**src/rtl/i2c_target_pkg.sv**
```systemverilog
// Shared definitions for the emulated I2C temperature-sensor target.
package i2c_target_pkg;

    typedef enum logic [2:0] {
        ST_IDLE      = 3'd0,
        ST_ADDR      = 3'd1,
        ST_ADDR_ACK  = 3'd2,
        ST_WR_DATA   = 3'd3,
        ST_WR_ACK    = 3'd4,
        ST_RD_DATA   = 3'd5,
        ST_RD_ACK    = 3'd6,
        ST_WAIT_STOP = 3'd7
    } state_t;

    localparam logic [7:0] PTR_TEMP_MSB = 8'h00;
    localparam logic [7:0] PTR_TEMP_LSB = 8'h01;
    localparam logic [7:0] PTR_ID       = 8'h0B;

    localparam int BIT_CNT_W = 4;
    typedef logic [BIT_CNT_W-1:0] cnt_t;
    localparam cnt_t CNT_ZERO  = 4'd0;
    localparam cnt_t CNT_ONE   = 4'd1;
    localparam cnt_t CNT_SEVEN = 4'd7;
    localparam cnt_t CNT_EIGHT = 4'd8;

    // Register map decode; pointer 0x01 reads the snapshot so MSB/LSB match.
    function automatic logic [7:0] reg_read(input logic [7:0]  ptr,
                                            input logic [15:0] temp,
                                            input logic [15:0] snap,
                                            input logic [7:0]  dev_id);
        logic [7:0] val;
        case (ptr)
            PTR_TEMP_MSB: val = temp[15:8];
            PTR_TEMP_LSB: val = snap[7:0];
            PTR_ID:       val = dev_id;
            default:      val = 8'h00;
        endcase
        return val;
    endfunction

endpackage

```
**src/rtl/i2c_line_sync.sv**
```systemverilog
// Two-flop synchronizer for one I2C pin with rise/fall detection.
// Flops reset to 1 because an idle I2C line is pulled high.
module i2c_line_sync (
    input  logic clock,
    input  logic reset,
    input  logic pin,
    output logic level,
    output logic rise,
    output logic fall
);
    logic meta_r;
    logic sync_r;
    logic dly_r;

    // Synchronize the pin and keep a one-cycle delayed copy for edge detect.
    always_ff @(posedge clock or negedge reset) begin
        if (!reset) begin
            meta_r <= 1'b1;
            sync_r <= 1'b1;
            dly_r  <= 1'b1;
        end else begin
            meta_r <= pin;
            sync_r <= meta_r;
            dly_r  <= sync_r;
        end
    end

    assign level = sync_r;
    assign rise  = sync_r & ~dly_r;
    assign fall  = ~sync_r & dly_r;

endmodule

```
**src/rtl/i2c_temp_target.sv**
```systemverilog
// I2C target emulating the temperature sensor: address match, pointer write,
// auto-incrementing reads of the temperature/ID register map.
module i2c_temp_target
    import i2c_target_pkg::*;
#(
    parameter logic [6:0] DEV_ADDR = 7'h4B,
    parameter logic [7:0] DEV_ID   = 8'hCB
) (
    input  logic        clock,
    input  logic        reset,
    input  logic        scl_in,
    input  logic        sda_in,
    output logic        sda_oe,
    input  logic [15:0] temp_in,
    output logic        busy,
    output logic [7:0]  ptr_out
);
    logic scl_lvl_s, scl_rise_s, scl_fall_s;
    logic sda_lvl_s, sda_rise_s, sda_fall_s;
    logic start_s, stop_s;
    logic [7:0] rx_byte_s, rd_byte_s;

    state_t      state_r, state_nx;
    logic [7:0]  shift_r, shift_nx;
    logic [7:0]  tx_r, tx_nx;
    cnt_t        cnt_r, cnt_nx;
    logic [7:0]  ptr_r, ptr_nx;
    logic [15:0] snap_r, snap_nx;
    logic        sda_oe_r, sda_oe_nx;
    logic        busy_r, busy_nx;
    logic        rw_r, rw_nx;
    logic        first_r, first_nx;

    i2c_line_sync u_scl_sync (
        .clock (clock), .reset (reset), .pin (scl_in),
        .level (scl_lvl_s), .rise (scl_rise_s), .fall (scl_fall_s)
    );

    i2c_line_sync u_sda_sync (
        .clock (clock), .reset (reset), .pin (sda_in),
        .level (sda_lvl_s), .rise (sda_rise_s), .fall (sda_fall_s)
    );

    assign start_s   = scl_lvl_s & sda_fall_s;
    assign stop_s    = scl_lvl_s & sda_rise_s;
    assign rx_byte_s = {shift_r[6:0], sda_lvl_s};
    assign rd_byte_s = reg_read(ptr_r, temp_in, snap_r, DEV_ID);

    // Next-state and datapath updates; sda_oe only moves on a synced SCL fall.
    always_comb begin
        state_nx  = state_r;
        shift_nx  = shift_r;
        tx_nx     = tx_r;
        cnt_nx    = cnt_r;
        ptr_nx    = ptr_r;
        snap_nx   = snap_r;
        sda_oe_nx = sda_oe_r;
        busy_nx   = busy_r;
        rw_nx     = rw_r;
        first_nx  = first_r;
        if (start_s) begin
            state_nx  = ST_ADDR;
            cnt_nx    = CNT_ZERO;
            sda_oe_nx = 1'b0;
            first_nx  = 1'b1;
        end else if (stop_s) begin
            state_nx  = ST_IDLE;
            cnt_nx    = CNT_ZERO;
            sda_oe_nx = 1'b0;
            busy_nx   = 1'b0;
        end else begin
            case (state_r)
                ST_ADDR, ST_WR_DATA: begin
                    if (scl_rise_s && (cnt_r < CNT_EIGHT)) begin
                        shift_nx = rx_byte_s;
                        cnt_nx   = cnt_r + CNT_ONE;
                        if (cnt_r != CNT_SEVEN) begin
                            first_nx = first_r;
                        end else if (state_r == ST_WR_DATA) begin
                            // Only the first data byte of a transaction sets the pointer.
                            ptr_nx   = first_r ? rx_byte_s : ptr_r;
                            first_nx = 1'b0;
                        end else if (rx_byte_s[7:1] == DEV_ADDR) begin
                            busy_nx = 1'b1;
                            rw_nx   = rx_byte_s[0];
                        end else begin
                            state_nx = ST_WAIT_STOP;
                        end
                    end else if (scl_fall_s && (cnt_r == CNT_EIGHT)) begin
                        state_nx  = (state_r == ST_ADDR) ? ST_ADDR_ACK : ST_WR_ACK;
                        sda_oe_nx = 1'b1;
                    end else begin
                        cnt_nx = cnt_r;
                    end
                end
                ST_ADDR_ACK, ST_WR_ACK, ST_RD_ACK: begin
                    if (scl_rise_s && (state_r == ST_RD_ACK)) begin
                        ptr_nx = ptr_r + 8'd1;
                        if (sda_lvl_s) begin
                            state_nx = ST_WAIT_STOP;
                        end else begin
                            state_nx = state_r;
                        end
                    end else if (scl_fall_s && (state_r == ST_ADDR_ACK) && !rw_r) begin
                        state_nx  = ST_WR_DATA;
                        cnt_nx    = CNT_ZERO;
                        sda_oe_nx = 1'b0;
                    end else if (scl_fall_s && (state_r == ST_WR_ACK)) begin
                        state_nx  = ST_WR_DATA;
                        cnt_nx    = CNT_ZERO;
                        sda_oe_nx = 1'b0;
                    end else if (scl_fall_s) begin
                        // Load the next read byte and drive its MSB on this fall.
                        state_nx  = ST_RD_DATA;
                        tx_nx     = rd_byte_s;
                        cnt_nx    = CNT_ONE;
                        sda_oe_nx = ~rd_byte_s[7];
                        snap_nx   = (ptr_r == PTR_TEMP_MSB) ? temp_in : snap_r;
                    end else begin
                        state_nx = state_r;
                    end
                end
                ST_RD_DATA: begin
                    if (scl_fall_s && (cnt_r == CNT_EIGHT)) begin
                        state_nx  = ST_RD_ACK;
                        sda_oe_nx = 1'b0;
                    end else if (scl_fall_s) begin
                        tx_nx     = {tx_r[6:0], 1'b0};
                        sda_oe_nx = ~tx_r[6];
                        cnt_nx    = cnt_r + CNT_ONE;
                    end else begin
                        tx_nx = tx_r;
                    end
                end
                ST_WAIT_STOP: sda_oe_nx = 1'b0;
                default:      state_nx  = state_r;
            endcase
        end
    end

    // State and datapath registers; reset abandons any transaction at once.
    always_ff @(posedge clock or negedge reset) begin
        if (!reset) begin
            state_r  <= ST_IDLE;
            shift_r  <= 8'h00;
            tx_r     <= 8'h00;
            cnt_r    <= CNT_ZERO;
            ptr_r    <= 8'h00;
            snap_r   <= 16'h0000;
            sda_oe_r <= 1'b0;
            busy_r   <= 1'b0;
            rw_r     <= 1'b0;
            first_r  <= 1'b0;
        end else begin
            state_r  <= state_nx;
            shift_r  <= shift_nx;
            tx_r     <= tx_nx;
            cnt_r    <= cnt_nx;
            ptr_r    <= ptr_nx;
            snap_r   <= snap_nx;
            sda_oe_r <= sda_oe_nx;
            busy_r   <= busy_nx;
            rw_r     <= rw_nx;
            first_r  <= first_nx;
        end
    end

    assign sda_oe  = sda_oe_r;
    assign busy    = busy_r;
    assign ptr_out = ptr_r;

endmodule

```
**config.mk**
```make
export PLATFORM = sky130hd
export DESIGN_NAME = i2c_temp_target
export DESIGN_NICKNAME = d
export VERILOG_FILES = /design/src/rtl/i2c_target_pkg.sv /design/src/rtl/i2c_line_sync.sv /design/src/rtl/i2c_temp_target.sv
export SDC_FILE = /design/constraint.sdc
export NUM_CORES = 1
export LEC_CHECK = 0
export CORE_UTILIZATION = 58
export CTS_BUF_LIST = sky130_fd_sc_hd__clkbuf_4 sky130_fd_sc_hd__clkbuf_8
export CTS_CLUSTER_DIAMETER = 100
export DETAILED_ROUTE_END_ITERATION = 8
export PLACE_DENSITY_LB_ADDON = 0.08
export SYNTH_ARGS = -nofsm -noshare
export SYNTH_HDL_FRONTEND = slang
export SYNTH_SLANG_ARGS = --single-unit
```
**constraint.sdc**
```tcl
create_clock -name clock -period 3 [get_ports clock]
set_clock_uncertainty 0.05 [all_clocks]
set_input_delay 0.9 -clock clock [delete_from_list [all_inputs] [get_ports clock]]
set_output_delay 0.9 -clock clock [all_outputs]
set_load 0.05 [all_outputs]
```
Yosys cells after proc, flatten, opt, wreduce, memory -nomap -nowiden:

Index checks and enable logic that the tools add are counted.

* order comparisons: 1
* bitwise operators: 19
* equal/unequal tests: 42
* multiplexer cells: 62
* reductions and logical operators: 30
* add/subtract/negate cells: 2

Operators by type and width (number)
* two-way mux 3 bit: 14
* two-way mux 7 bit: 6
* two-way mux 8 bit: 5
* two-way mux 4 bit: 9
* != test 2 bit, second input constant: 15
* != test 4 bit, second input constant: 7
* != test 5 bit, second input constant: 5
* case mux 8 bit (3 select lines): 1
* AND reduction 8 bit: 3
* two-way mux 1 bit: 22
* AND reduction 6 bit: 3
* case mux 8 bit (2 select lines): 1
* nonzero test 2 bit: 8
* case mux 7 bit (2 select lines): 1
* NOT 1 bit: 13
* == test 3 bit, second input constant: 4
* case mux 4 bit (3 select lines): 1
* case mux 3 bit (3 select lines): 1
* AND reduction 9 bit: 1
* adder 8 x 1 -> 8 bit, second input constant: 1
* == test 8 x 1 -> 1 bit, second input constant: 1
* == test 8 x 4 -> 1 bit, second input constant: 1
* zero test 8 bit: 1
* == test 7 bit, second input constant: 1
* other kinds (20): 31

* output and inout bits: 10
* word-level logic and storage cells: 172
* flip-flop bits (word level): 47
* input port bits: 20

Logic depth before layout (Yosys ltp):

Gate-level depths: netlist of run 1.

* word-level depth: 10
* gate-level depth with buffers: 9
* mapped depth without buffers: 7

Hierarchy:

Synthesis of run 1 repeated with hierarchy kept, for this count alone.

* cells, all modules: 269
* area total of the unflattened synthesis: 2688.8 um2

Modules (own cells, without submodules)
* i2c_temp_target: instances 1, sequential area each 1026.0 um2, area each 2501.1 um2, cells an instance 259
* i2c_line_sync: instances 2, sequential area each 78.8 um2, area each 93.8 um2, cells an instance 5

Least setup slack after synthesis of run 1:

No wires, ideal clock.

* path type: register -> register
* start: register ptr_r[4] (netlist: ptr_out[4])
* end: register snap_r[0]
* library setup time: 125 ps
* period minus slack after synthesis: 2457 ps
* data arrival time: 2282 ps
* data required time: 2825 ps
* stages on the path, launching flop included: 6
* path buffers: 1
* slack: 543 ps
* cell sequence: dfrtp_1 -> or4_4 -> or3_4 -> or3_1 -> buf_6 -> mux2_4

* longest elaborated chain between the ends: 2

RTL lines
* from (decl): line i2c_temp_target.sv:27 `logic [7:0] ptr_r, ptr_nx;`
* from (signal assigned): line i2c_temp_target.sv:159 `ptr_r <= ptr_nx;`
* zero test 8 bit: line i2c_temp_target.sv:118 `snap_nx = (ptr_r == PTR_TEMP_MSB) ? temp_in : snap_r;`
* AND reduction 8 bit (no source line)
* to (signal assigned): line i2c_temp_target.sv:160 `snap_r <= snap_nx;`
* to (decl): line i2c_temp_target.sv:28 `logic [15:0] snap_r, snap_nx;`

Every way passes these cells.
A chain may end at the register's enable or synchronous reset.

Final worst setup path of run 1:

* start: register ptr_r[3] (netlist: ptr_out[3])
* end: output ptr_out[3]

RTL lines
* to (decl): line i2c_temp_target.sv:16 `output logic [7:0] ptr_out`

No word-level cell between the ends.

==> results of run 1 <==
==> where the power goes <==
part	internal (mW)	total, mW	switching [mW]
clock	0.195	0.399	0.204
combinational	0.601	1.42	0.821
sequential	0.856	1.11	0.254
==> sequential cells by signal, summed over array words and instances, names as in the netlist <==
name               count
u_sda_sync.meta_r      1
u_sda_sync.dly_r       1
shift_r                7
tx_r                   7
sda_oe                 1
u_scl_sync.meta_r      1
u_scl_sync.dly_r       1
u_sda_sync.level       1
cnt_r                  4
state_r                3
u_scl_sync.level       1
busy                   1
first_r                1
ptr_out                8
snap_r                 8
rw_r                   1
==> kinds of logic (layout without fill, tap and decap cells) <==
| kind of cell | after synthesis | in the layout | synth area share [%] |
|---|---|---|---|
| AND/OR/NAND/NOR | 88 | 88 | 17.3 |
| buffers and inverters | 27 | 52 | 4.41 |
| multiplexers | 17 | 17 | 8.35 |
| flip-flops | 47 | 47 | 44.9 |
| AO/OA/AOI/OAI | 86 | 86 | 22.3 |
| adder cells (fa/ha/maj) | 5 | 5 | 2.37 |
| XOR/XNOR | 1 | 1 | 0.332 |
==> cells in the final DEF, fill, tap and decap left out, types with 6 or more instances in the layout <==
cell and n:
mux2_4 8, a22oi_1 6, a21oi_1 20, mux2_2 8
clkbuf_8 6, nor3_1 6, clkdlybuf4s50_1 28, dfrtp_1 41
o21ai_0 19, buf_4 6, nand2b_1 7, nor2_1 17
dfstp_2 6, nand3_1 13, nand2_1 24, inv_1 9
==> cell type report <==
| class | count | area (µm²) |
|---|---|---|
| inverter | 9 | 33.8 |
| multi-input combinational | 197 | 1340 |
| tap | 52 | 65.1 |
| fill | 347 | 1310 |
| clock inverter | 1 | 5.00 |
| timing repair buffer | 35 | 330 |
| sequential | 47 | 1180 |
| clock buffer | 7 | 90.1 |
==> per-layer routing <==
layer | vias up | global-route usage, %
met1 | 1057 | 39.7
met3 | 9 | 5.09
met2 | 75 | 40.0
li1 | 1050 | -
met5 | - | 0
met4 | 0 | 5.44
==> through the flow <==
step	instances	utilization, %	hold WS, ps	setup slack, ps
2_1_floorplan	271	-	295	543
3_3_place_gp	340	67.8	296	543
3_5_place_dp	340	67.8	297	500
4_1_cts	348	69.9	310	276
5_1_grt	348	69.9	319	214
6_report	348	69.9	310	262
==> worst max path at each step <==
stage | slack (ps) | endpoint | cells after the start
final | 260 | ptr_out[3] | 1
after global routing | 210 | ptr_out[3] | 1
after CTS | 280 | ptr_out[3] | 1
after detailed placement | 500 | snap_r[1] | 5
after global placement | 540 | snap_r[0] | 5
after floorplan | 540 | snap_r[0] | 5
==> results.md, run 1 <==
- Status: complete, no violations
- Crit. End Element: primary output
- Setup crit start kind: flop
- Pin count of the biggest net entering global routing: 45
- Max frequency: around 370 MHz
- CP arrival: around 1800 ps
- Wirelength per Cell: between 15 and 20 µm
- RSZ-0062 raised after global routing: no
- CTS H-tree depth: 2
- Final Setup Violations: 0
- Post-synth design cell area: around 0.0026 mm²
- Design area: roughly 0.0030 mm²
- Drt first pass iters: 5
- Max Root-Sink Buffers: 2
- Cells after Synth: roughly 270
- Top Layer Used: met4
- Fraction of layout cells with a size suffix above 1: 15.5%
- Die Span Y: a little under 70 µm
- Hold_buf cts: 0
- Crit path required time: 2050 ps
- Clock Latency Late Sink: about 300 ps
- Setup CP Type: reg2out
- Area growth syn-to-layout: 15.5%
- Via count: roughly 2200
- Met2 routed WL: 2820 µm
- Sequential cell area fraction in the yosys report: 44.9%
- HPWL Detailed: ~4300 µm
- Synth cell types: 61
- Max-cap viol count: 0
- Async SR Flop Fraction: 100%
- CP bufs+invs: 1
- Starting Density: ~61%
- First-pass GRT wire length: approximately 10000 µm
- Drc violations: 0
- Ports: 30
- Layout Nets: between 300 and 400
- CTS Buf Count: 5
- Routed Antenna Nets: 0
- GP Congestion: 0.976
- Post-synth top area share: 38.9%
- Post-CTS Setup Bufs: 0
- Worst-Margin Slew: ~1000 ps
- YS warnings: 0
- Core Area: roughly 0.0044 mm²
- Syn avg cell area: around 9.7 µm²
- Worst Setup SP: ptr_out[3]
- Synth area leaders: dfrtp_1 39%, dfstp_2 6.0%, mux2_4 4.6%
- Syn_nets: 296
- HP Class: reg2reg
- Total gr overflow: 0
- Hold EP: u_scl_sync.level
- Met1 wire length: about 2700 µm
- Synth area leader: dfrtp_1
- Post-layout power: 2.93 mW
- Peak supply drop: between 0.6 and 0.7 mV
- CTS tree: done
- Max Slew Vio Count: 0
- Lkg Pwr: roughly 1.3 nW
- Most frequent cell after synthesis: dfrtp_1
- Post-CTS Resized: 0
- Number of global-route vias before repair: between 2000 and 2500
- Number of synthesized flops with an enable pin: 0
- CP peak stage delay: between 800 and 900 ps
- Synthesized flop and latch total: 47
- Worst reg2reg setup slack: roughly 460 ps
- PD cells: 962 mW/mm²
- WL met3: roughly 380 µm
- Die area: a little under 0.005 mm²
- Antenna cells: 0
- Final period utilization: approximately nine tenths
- Site row count: 24
- Quantity of I/O buffers inserted on ports: 29
- Initial antenna violation count: 0
- R2R Path Start: u_scl_sync.level
- Setup TNS Final: 0 ps
- Hold Crit Depth: 0
- FF-to-FF End: snap_r[7]
- Final min period: approximately 2700 ps
- Final Hold Viols: 0
- Root Driver: clkbuf_8
- GRT Util Overall: a little over a quarter
- Worst-path clk slew: approximately 80 ps
- Worst path slowest cell: clkdlybuf4s50_1
- Drt initial violations: between 150 and 200
- Cell Chain, Critical Path: clkdlybuf4s50_1
- Ys flop type: dfrtp_1
- Dpl cell area: approximately 0.003 mm²
- Routed WL: approximately 6000 µm
- Die width: between 60 and 70 µm
- Clock Sinks: 47
- Critical-path maximum fanout: 14
- Top delay family on crit path: buffers and inverters
- Via density: about 6.3
- Worst r2r path cells: 5
- HP Start: u_scl_sync.meta_r
- Worst relative slew slack: about a third
- Synth top cells by count: 41 x dfrtp_1, 24 x nand2_1, 20 x a21oi_1
Power figures use the tool's default switching activity.
==> run 2: changes to the inputs <==
Settings changed: CORE_UTILIZATION 58 to 56, CTS_BUF_LIST sky130_fd_sc_hd__clkbuf_4 sky130_fd_sc_hd__clkbuf_8 to default, CTS_CLUSTER_DIAMETER 100 to 200.
Clock period 3 ns to 2.7 ns, I/O delays scaled along.
==> run 2 against run 1 <==
  * Critical path depth stayed put
  * Flip-flop and latch count stayed put
  * Highest routed layer unchanged
  * Non-clock buffer count is 8 higher
  * Critical path type unchanged
  * The flow now finishes with violations (DRC)
==> results.md, run 2 (synthesis gave the netlist of run 1 again) <==
- Die Span Y: between 70 and 80 µm
- HP Class: reg2reg
- Critical Path Stages: 1
- Final Hold Viols: 0
- Final Setup Violations: 0
- Wirelength per Cell: between 15 and 20 µm
- Starting Density: between 50 and 60%
- Crit. End Element: primary output
- Max Root-Sink Buffers: 2
- CTS H-tree depth: 2
- Post-CTS Setup Bufs: 0
- CTS tree: done
- First-pass GRT wire length: 10300 µm
- Core Area: approximately 0.0044 mm²
- Quantity of I/O buffers inserted on ports: 29
- Clock Sinks: 47
- Initial antenna violation count: 0
- Via density: 6.37
- Crit path required time: about 1800 ps
- CP bufs+invs: 1
- Status: finished, violations left
- PD cells: ~1100 mW/mm²
- GP Congestion: around 0.9
- Number of global-route vias before repair: 2174
- Hold_buf cts: 0
- CP arrival: between 1500 and 2000 ps
- HPWL Detailed: 4270 µm
- CTS Buf Count: 5
- Top delay family on crit path: buffers and inverters
- Root Driver: clkbuf_8
- Die area: about 0.0050 mm²
- Die width: just over 70 µm
- RSZ-0062 raised after global routing: no
- Drt initial violations: 161
- Worst r2r path cells: 4
- Setup CP Type: reg2out
- Layout Nets: 328
- Worst-path clk slew: approximately 80 ps
- Worst relative slew slack: about 58%
- Design area: ~0.0031 mm²
- Fraction of layout cells with a size suffix above 1: around 17%
- Max frequency: about 400 MHz
- Peak supply drop: 0.897 mV
- Area growth syn-to-layout: 18.2%
- Drc violations: 7
- Dpl cell area: between 0.003 and 0.004 mm²
- Hold Crit Depth: 0
- Ports: 30
- Max Slew Vio Count: 0
- Worst path slowest cell: clkdlybuf4s50_1
- Antenna cells: 0
- Final min period: 2480 ps
- Worst-Margin Slew: about 620 ps
- CP peak stage delay: between 800 and 900 ps
- Critical-path maximum fanout: 8
- Routed WL: 5960 µm
- Clock Latency Late Sink: ~300 ps
- Pin count of the biggest net entering global routing: 48
- Cell Chain, Critical Path: clkdlybuf4s50_1
- Most frequent cells in the layout: 41 x dfrtp_1, 28 x clkdlybuf4s50_1, 24 x nand2_1
- Final period utilization: 91.9%
- Lkg Pwr: approximately 1.4 nW
- Drt first pass iters: 7
- Routed Antenna Nets: 0
- Post-CTS Resized: 0
- Commonest non-fill, non-tap cell in the layout: dfrtp_1
- Via count: about 2300
- Max-cap viol count: 0
- Setup crit start kind: flop
- Site row count: 24
- Setup TNS Final: 0 ps
- Violated checks: DRC
- GRT Util Overall: approximately a quarter
- Total gr overflow: 0
run 2: area by class of cell:
type                    count  area (µm²)
clock buffers               7        86.3
clock inverters             1        8.76
fillers                   346        1330
inverters                   9        33.8
multi-input cells         197        1340
flip-flops and latches     47        1180
well taps                  52        65.1
repair buffers             43         403
run 2: per-stage QoR:
step | cells | utilization [%] | hold slack, ps | total power, mW | setup slack, ps
2_1_floorplan | 271 | - | 295 | 2.35 | 243
3_3_place_gp | 348 | 68.0 | 296 | 2.83 | 320
3_5_place_dp | 348 | 68.0 | 297 | 2.86 | 267
4_1_cts | 356 | 70.2 | 311 | 3.31 | 206
5_1_grt | 356 | 70.2 | 317 | 3.53 | 166
6_report | 356 | 70.2 | 309 | 3.30 | 218
run 2: worst paths after layout:
path                                    from                to  slack [ps]
min in group asynchronous              reset         snap_r[1]         430
max reg2reg                       ptr_out[4]         snap_r[5]         270
min                        u_scl_sync.meta_r  u_scl_sync.level         310
max                               ptr_out[2]        ptr_out[2]         220
max in group asynchronous              reset  u_scl_sync.dly_r        1890
min reg2reg                u_scl_sync.meta_r  u_scl_sync.level         310
run 2: routing by layer:
metal / wire (µm) / GRT usage (%)
met2: 2740 / 40.9
met3: 390 / 5.13
met4: 142 / 11.3
met5: 0 / 0
met1: 2690 / 36.7
run 2: power breakdown:
group          switching [mW]  internal, mW  leakage, nW
Clock                   0.226         0.210       0.0484
Combinational           0.940         0.715        0.727
Sequential              0.260         0.951        0.581
==> run 3: changes to the inputs <==
Settings changed: CORE_UTILIZATION 56 to 58, CTS_BUF_LIST from default to sky130_fd_sc_hd__clkbuf_8.
==> run 3 against run 2 <==
  * The flow now finishes without violations
  * Sequential share of layout area is 0.24 points lower
  * Cell count stayed put
  * First-iteration DRC count is 4.3% lower
  * Hold slack better by 2.4 ps
  * Power is 2.7% higher
  * Sequential power hardly changed
  * Flip-flop and latch count stayed put
  * Combinational power hardly changed
  * Setup slack worse by 3.6 ps
  * Register-to-register slack worse by 30 ps
  * Via count is 0.13% higher
  * Core utilization is 1.9 points higher
  * Critical endpoint unchanged
  * Largest cell class unchanged
==> results.md, run 3 (synthesis gave the netlist of run 1 again) <==
- CTS tree: done
- CP arrival: between 1500 and 2000 ps
- Worst-path clk slew: around 90 ps
- CTS Buf Count: 5
- Drt first pass iters: 4
- Setup crit start kind: flop
- Met2 routed WL: roughly 2900 µm
- Initial antenna violation count: 0
- CTS H-tree depth: 2
- Crit. End Element: primary output
- Pin count of the biggest net entering global routing: 27
- Final Hold Viols: 0
- Top delay family on crit path: buffers and inverters
- Worst relative slew slack: between 60% and 70%
- Setup CP Type: reg2out
- Most frequent cells in the layout: 41 x dfrtp_1, 28 x clkdlybuf4s50_1, 24 x nand2_1
- Worst path slowest cell: clkdlybuf4s50_1
- Routed Antenna Nets: 0
- Via density: ~6.4
- Hold_buf cts: 0
- Number of global-route vias before repair: about 2100
- Routed WL: 6180 µm
- Worst Setup SP: ptr_out[2]
- First-pass GRT wire length: about 10000 µm
- Final Setup Violations: 0
- Drt initial violations: between 150 and 200
- Crit path required time: around 1800 ps
- Via count: about 2300
- Clock Latency Late Sink: 300 ps
- Max Slew Vio Count: 0
- Die area: between 0.004 and 0.005 mm²
- Max-cap viol count: 0
- GP Congestion: 0.944
- Die Span Y: between 60 and 70 µm
- Fraction of layout cells with a size suffix above 1: 17.8%
- Setup TNS Final: 0 ps
- CP peak stage delay: between 800 and 900 ps
- Met1 wire length: around 2900 µm
- Max frequency: approximately 400 MHz
- Ports: 30
- Total gr overflow: 0
- RSZ-0062 raised after global routing: no
- Status: complete, no violations
- Commonest non-fill, non-tap cell in the layout: dfrtp_1
- R2R Path Start: ptr_out[4]
- Post-CTS Setup Bufs: 0
- Root Driver: clkbuf_8
- Top Layer Used: met4
- Starting Density: 60.6%
- HP Class: reg2reg
- Site row count: 24
- Layout Nets: between 300 and 400
- Final period utilization: between 90% and 100%
- Fin util: between 70 and 80%
- HP Start: u_scl_sync.meta_r
- Critical-path maximum fanout: 8
- Area growth syn-to-layout: 19.0%
- HPWL Detailed: between 4000 and 5000 µm
- Peak supply drop: 0.687 mV
- WL met3: around 340 µm
- Lkg Pwr: approximately 1.4 nW
- Core Area: 0.00435 mm²
- Quantity of I/O buffers inserted on ports: 29
- PD cells: approximately 1100 mW/mm²
- CP bufs+invs: 1
- Cell Chain, Critical Path: clkdlybuf4s50_1
- Wirelength per Cell: 17.4 µm
- Max Root-Sink Buffers: 2
- Die width: between 60 and 70 µm
- Antenna cells: 0
- Post-CTS Resized: 0
- GRT Util Overall: approximately 28%
- Final min period: approximately 2500 ps
- Clock Sinks: 47
- Worst-Margin Slew: 564 ps
- Drc violations: 0
run 3: metrics by stage:
| step | std cells | setup WS (ps) | total power [mW] | hold WS [ps] | area (µm²) |
|---|---|---|---|---|---|
| after floorplan | 271 | 243 | 2.35 | 295 | 2640 |
| after global placement | 348 | 332 | 2.83 | 297 | 3020 |
| after detailed placement | 348 | 270 | 2.86 | 299 | 3020 |
| after CTS | 356 | 200 | 3.39 | 312 | 3140 |
| after global routing | 356 | 163 | 3.63 | 314 | 3140 |
| final | 356 | 214 | 3.39 | 311 | 3140 |
run 3: layout make-up:
cell class / instances / area, µm²
sequential: 47 / 1180
inverter: 9 / 33.8
timing repair buffer: 43 / 403
fill: 333 / 1220
clock buffer: 5 / 68.8
clock inverter: 3 / 46.3
tap: 52 / 65.1
multi-input combinational: 197 / 1340
run 3: where the power goes:
| part | leakage (nW) | internal, mW | switching [mW] |
|---|---|---|---|
| sequential | 0.581 | 0.950 | 0.288 |
| clock | 0.0548 | 0.279 | 0.237 |
| combinational | 0.727 | 0.715 | 0.922 |
run 3: path summary, 6_finish.rpt:
check	endpoint	slack (ps)	cells past startpoint
max	ptr_out[2]	210	1
min in group asynchronous	ptr_out[1]	420	1
min	u_scl_sync.level	310	0
max reg2reg	snap_r[4]	240	4
max in group asynchronous	u_scl_sync.dly_r	1580	2
min reg2reg	u_scl_sync.level	310	0
run 3: routing by layer:
| layer | track usage, % | vias up |
|---|---|---|
| li1 | - | 1069 |
| met1 | 39.8 | 1112 |
| met4 | 7.94 | 0 |
| met5 | 0 | - |
| met3 | 6.83 | 9 |
| met2 | 41.3 | 80 |
==> patch: new RTL, flow settings as in run 1 <==
`shift_r` and `tx_r` no longer have a reset.
--- a/src/rtl/i2c_temp_target.sv
+++ b/src/rtl/i2c_temp_target.sv
@@ -143,6 +143,4 @@
         if (!reset) begin
             state_r  <= ST_IDLE;
-            shift_r  <= 8'h00;
-            tx_r     <= 8'h00;
             cnt_r    <= CNT_ZERO;
             ptr_r    <= 8'h00;
@@ -154,6 +152,4 @@
         end else begin
             state_r  <= state_nx;
-            shift_r  <= shift_nx;
-            tx_r     <= tx_nx;
             cnt_r    <= cnt_nx;
             ptr_r    <= ptr_nx;
@@ -166,4 +162,9 @@
     end
 
+    always_ff @(posedge clock) begin
+        shift_r <= shift_nx;
+        tx_r    <= tx_nx;
+    end
+
     assign sda_oe  = sda_oe_r;
     assign busy    = busy_r;
Behaviour: no difference found for any inputs over 4 cycles, from zero or initial values and one cycle with reset low; that may be too few to reach the edited logic, so the function may still have changed.
==> patch against run 1 <==
Final cell count shrank 4.0%. Sequential share of layout area grew 2.6 points. Total power shrank 0.65%. Sequential cell count is the same. Routed wire length shrank 5.7%. Area after synthesis shrank 2.2%. Worst setup slack gained 46 ps. Die area shrank 2.1%. Critical path depth is the same. Combinational power shrank 6%. Count of clock-buffer cells in the layout shrank 2. Cell area shrank 0.78%. Sequential power is essentially flat. Critical path type unchanged. Largest cell class is now sequential cells. Largest power group unchanged.
==> patch: results (changes against run 1) <==
metric	value	unit	change
drt initial violations	148		was 166
mux share of post-synthesis cell area	5.53	%	was 8.35%
largest net degree at the start of global routing	34		was 45
Worst path max stage delay	880	ps	
Worst Hold Margin	311	ps	was 310 ps
Sw Ratio	41.6	%	was 43.6%
Crit-path slowest cell	clkdlybuf4s50_1		unchanged
arrival time worst endpoint	1740	ps	was 1790 ps
Seq/Total Area, Yosys	48.6	%	was 44.9%
Max VDD drop	817	uV	was 656 uV
maximum buffer depth of the clock tree	2		unchanged
synth cell count leaders	dfrtp_1, o21ai_0, nand2_1, nor2_1, a21oi_1		was dfrtp_1, nand2_1, a21oi_1, o21ai_0, nor2_1
Layout Nets	308		was 320
Post-Synth XOR/XNOR Area	0.339	%	was 0.332%
Netlist cell types	55		was 61
gr usage total	26.0	%	was 26.4%
Synth Area in Compound Gates	18.7	%	was 22.3%
number of flops mapped to enable cells by yosys	14		was 0
CTS Root Cell	clkbuf_8		unchanged
post-synthesis adder-cell area fraction	2.42	%	was 2.37%
vias in the first global route	1793		was 2034
GP Congestion	0.939		was 0.976
worst reg2reg path startpoint	state_r[2]		was u_scl_sync.level
pre-CTS WS	634	ps	was 500 ps
dpl cell area	2910	sq um	was 2950 sq um
Lkg Pwr	1.17	nW	was 1.32 nW
r2r setup slk	650	ps	was 460 ps
Hold Path Sink	u_sda_sync.level		was u_scl_sync.level
Async SR Flop Fraction	70.2	%	was 100%
Post-DP HPWL	3960	um	was 4250 um
layout cells sized above 1	12.3	%	was 15.5%
Synth Flop Type	dfrtp_1		unchanged
status	finished, final reports clean		unchanged
Hold Startpoint	u_sda_sync.meta_r		was u_scl_sync.meta_r
Mapped Nets	281		was 296
worst reg2reg path endpoint	state_r[0]		was snap_r[7]
first-pass GRT wire length	8840	um	was 10200 um
Relative slew margins	52.6	%	was 35.0%
Tcrit/Tclk final	89.8	%	was 91.3%
worst-path maximum fanout	11		was 14
top post-synthesis cells by area	dfrtp_1, edfxtp_1, dfstp_2		was dfrtp_1, dfstp_2, mux2_4
n_diodes	0		unchanged
Routed WL	5660	um	was 6000 um
vias per cell	6.26		was 6.30
# port buffers	29		unchanged
-- patch: changes by cell type in the layout (fill, tap and decap cells not counted), moves of 3 or more --
cell	delta
a2111oi_0	+3
a21oi_1	-5
a221o_1	-4
a22oi_1	-3
and3b_1	+3
dfrtp_1	-14
edfxtp_1	+14
mux2_4	-8
nand2_1	-4
nand2b_1	-3
nor2b_1	+3
o21ai_0	+5
o31ai_1	+3
-- patch: metrics by stage --
step                      util [%]  instances
after floorplan                  -        256
after global placement        70.1        326
after detailed placement      70.1        326
after CTS                     72.9        334
after global routing          72.9        334
final                         72.9        334
-- patch: area by class of cell --
cell class,count,area [sq um]
clock buffers,5,68.8
clock inverters,3,46.3
fillers,312,1120
inverters,10,37.5
multi-input cells,185,1220
flip-flops and latches,47,1250
well taps,50,62.6
repair buffers,34,328
-- patch: cells by family after synthesis --
family / Yosys count
AO/OA/AOI/OAI: 75
XOR/XNOR: 1
adder cells (fa/ha/maj): 5
buffers and inverters: 24
flip-flops: 47
multiplexers: 13
AND/OR/NAND/NOR: 91
-- patch: routing by layer --
metal	vias up	GRT usage [%]	share of wire, %
met2	62	38.2	46
li1	1008	-	-
met4	0	8.16	1.4
met1	1012	38.5	47
met3	9	5.26	5.3
met5	-	0	0
-- patch: power groups by stage --
stage                     Clock (W)  Combinational (W)  Sequential (W)
after global placement            0            0.00131         0.00111
after floorplan                   0           0.000918         0.00116
after CTS                  0.000480            0.00133         0.00110
final                      0.000471            0.00133         0.00111
after global routing       0.000508            0.00146         0.00114
after detailed placement          0            0.00133         0.00111
-- patch: worst register-to-register path: stages, from the launching register on --
cell,delay [ps]
dfrtp_1,610
nor4b_1,610
a2111oi_0,140
a211o_1,280
o21ai_0,190
mux2_2,350
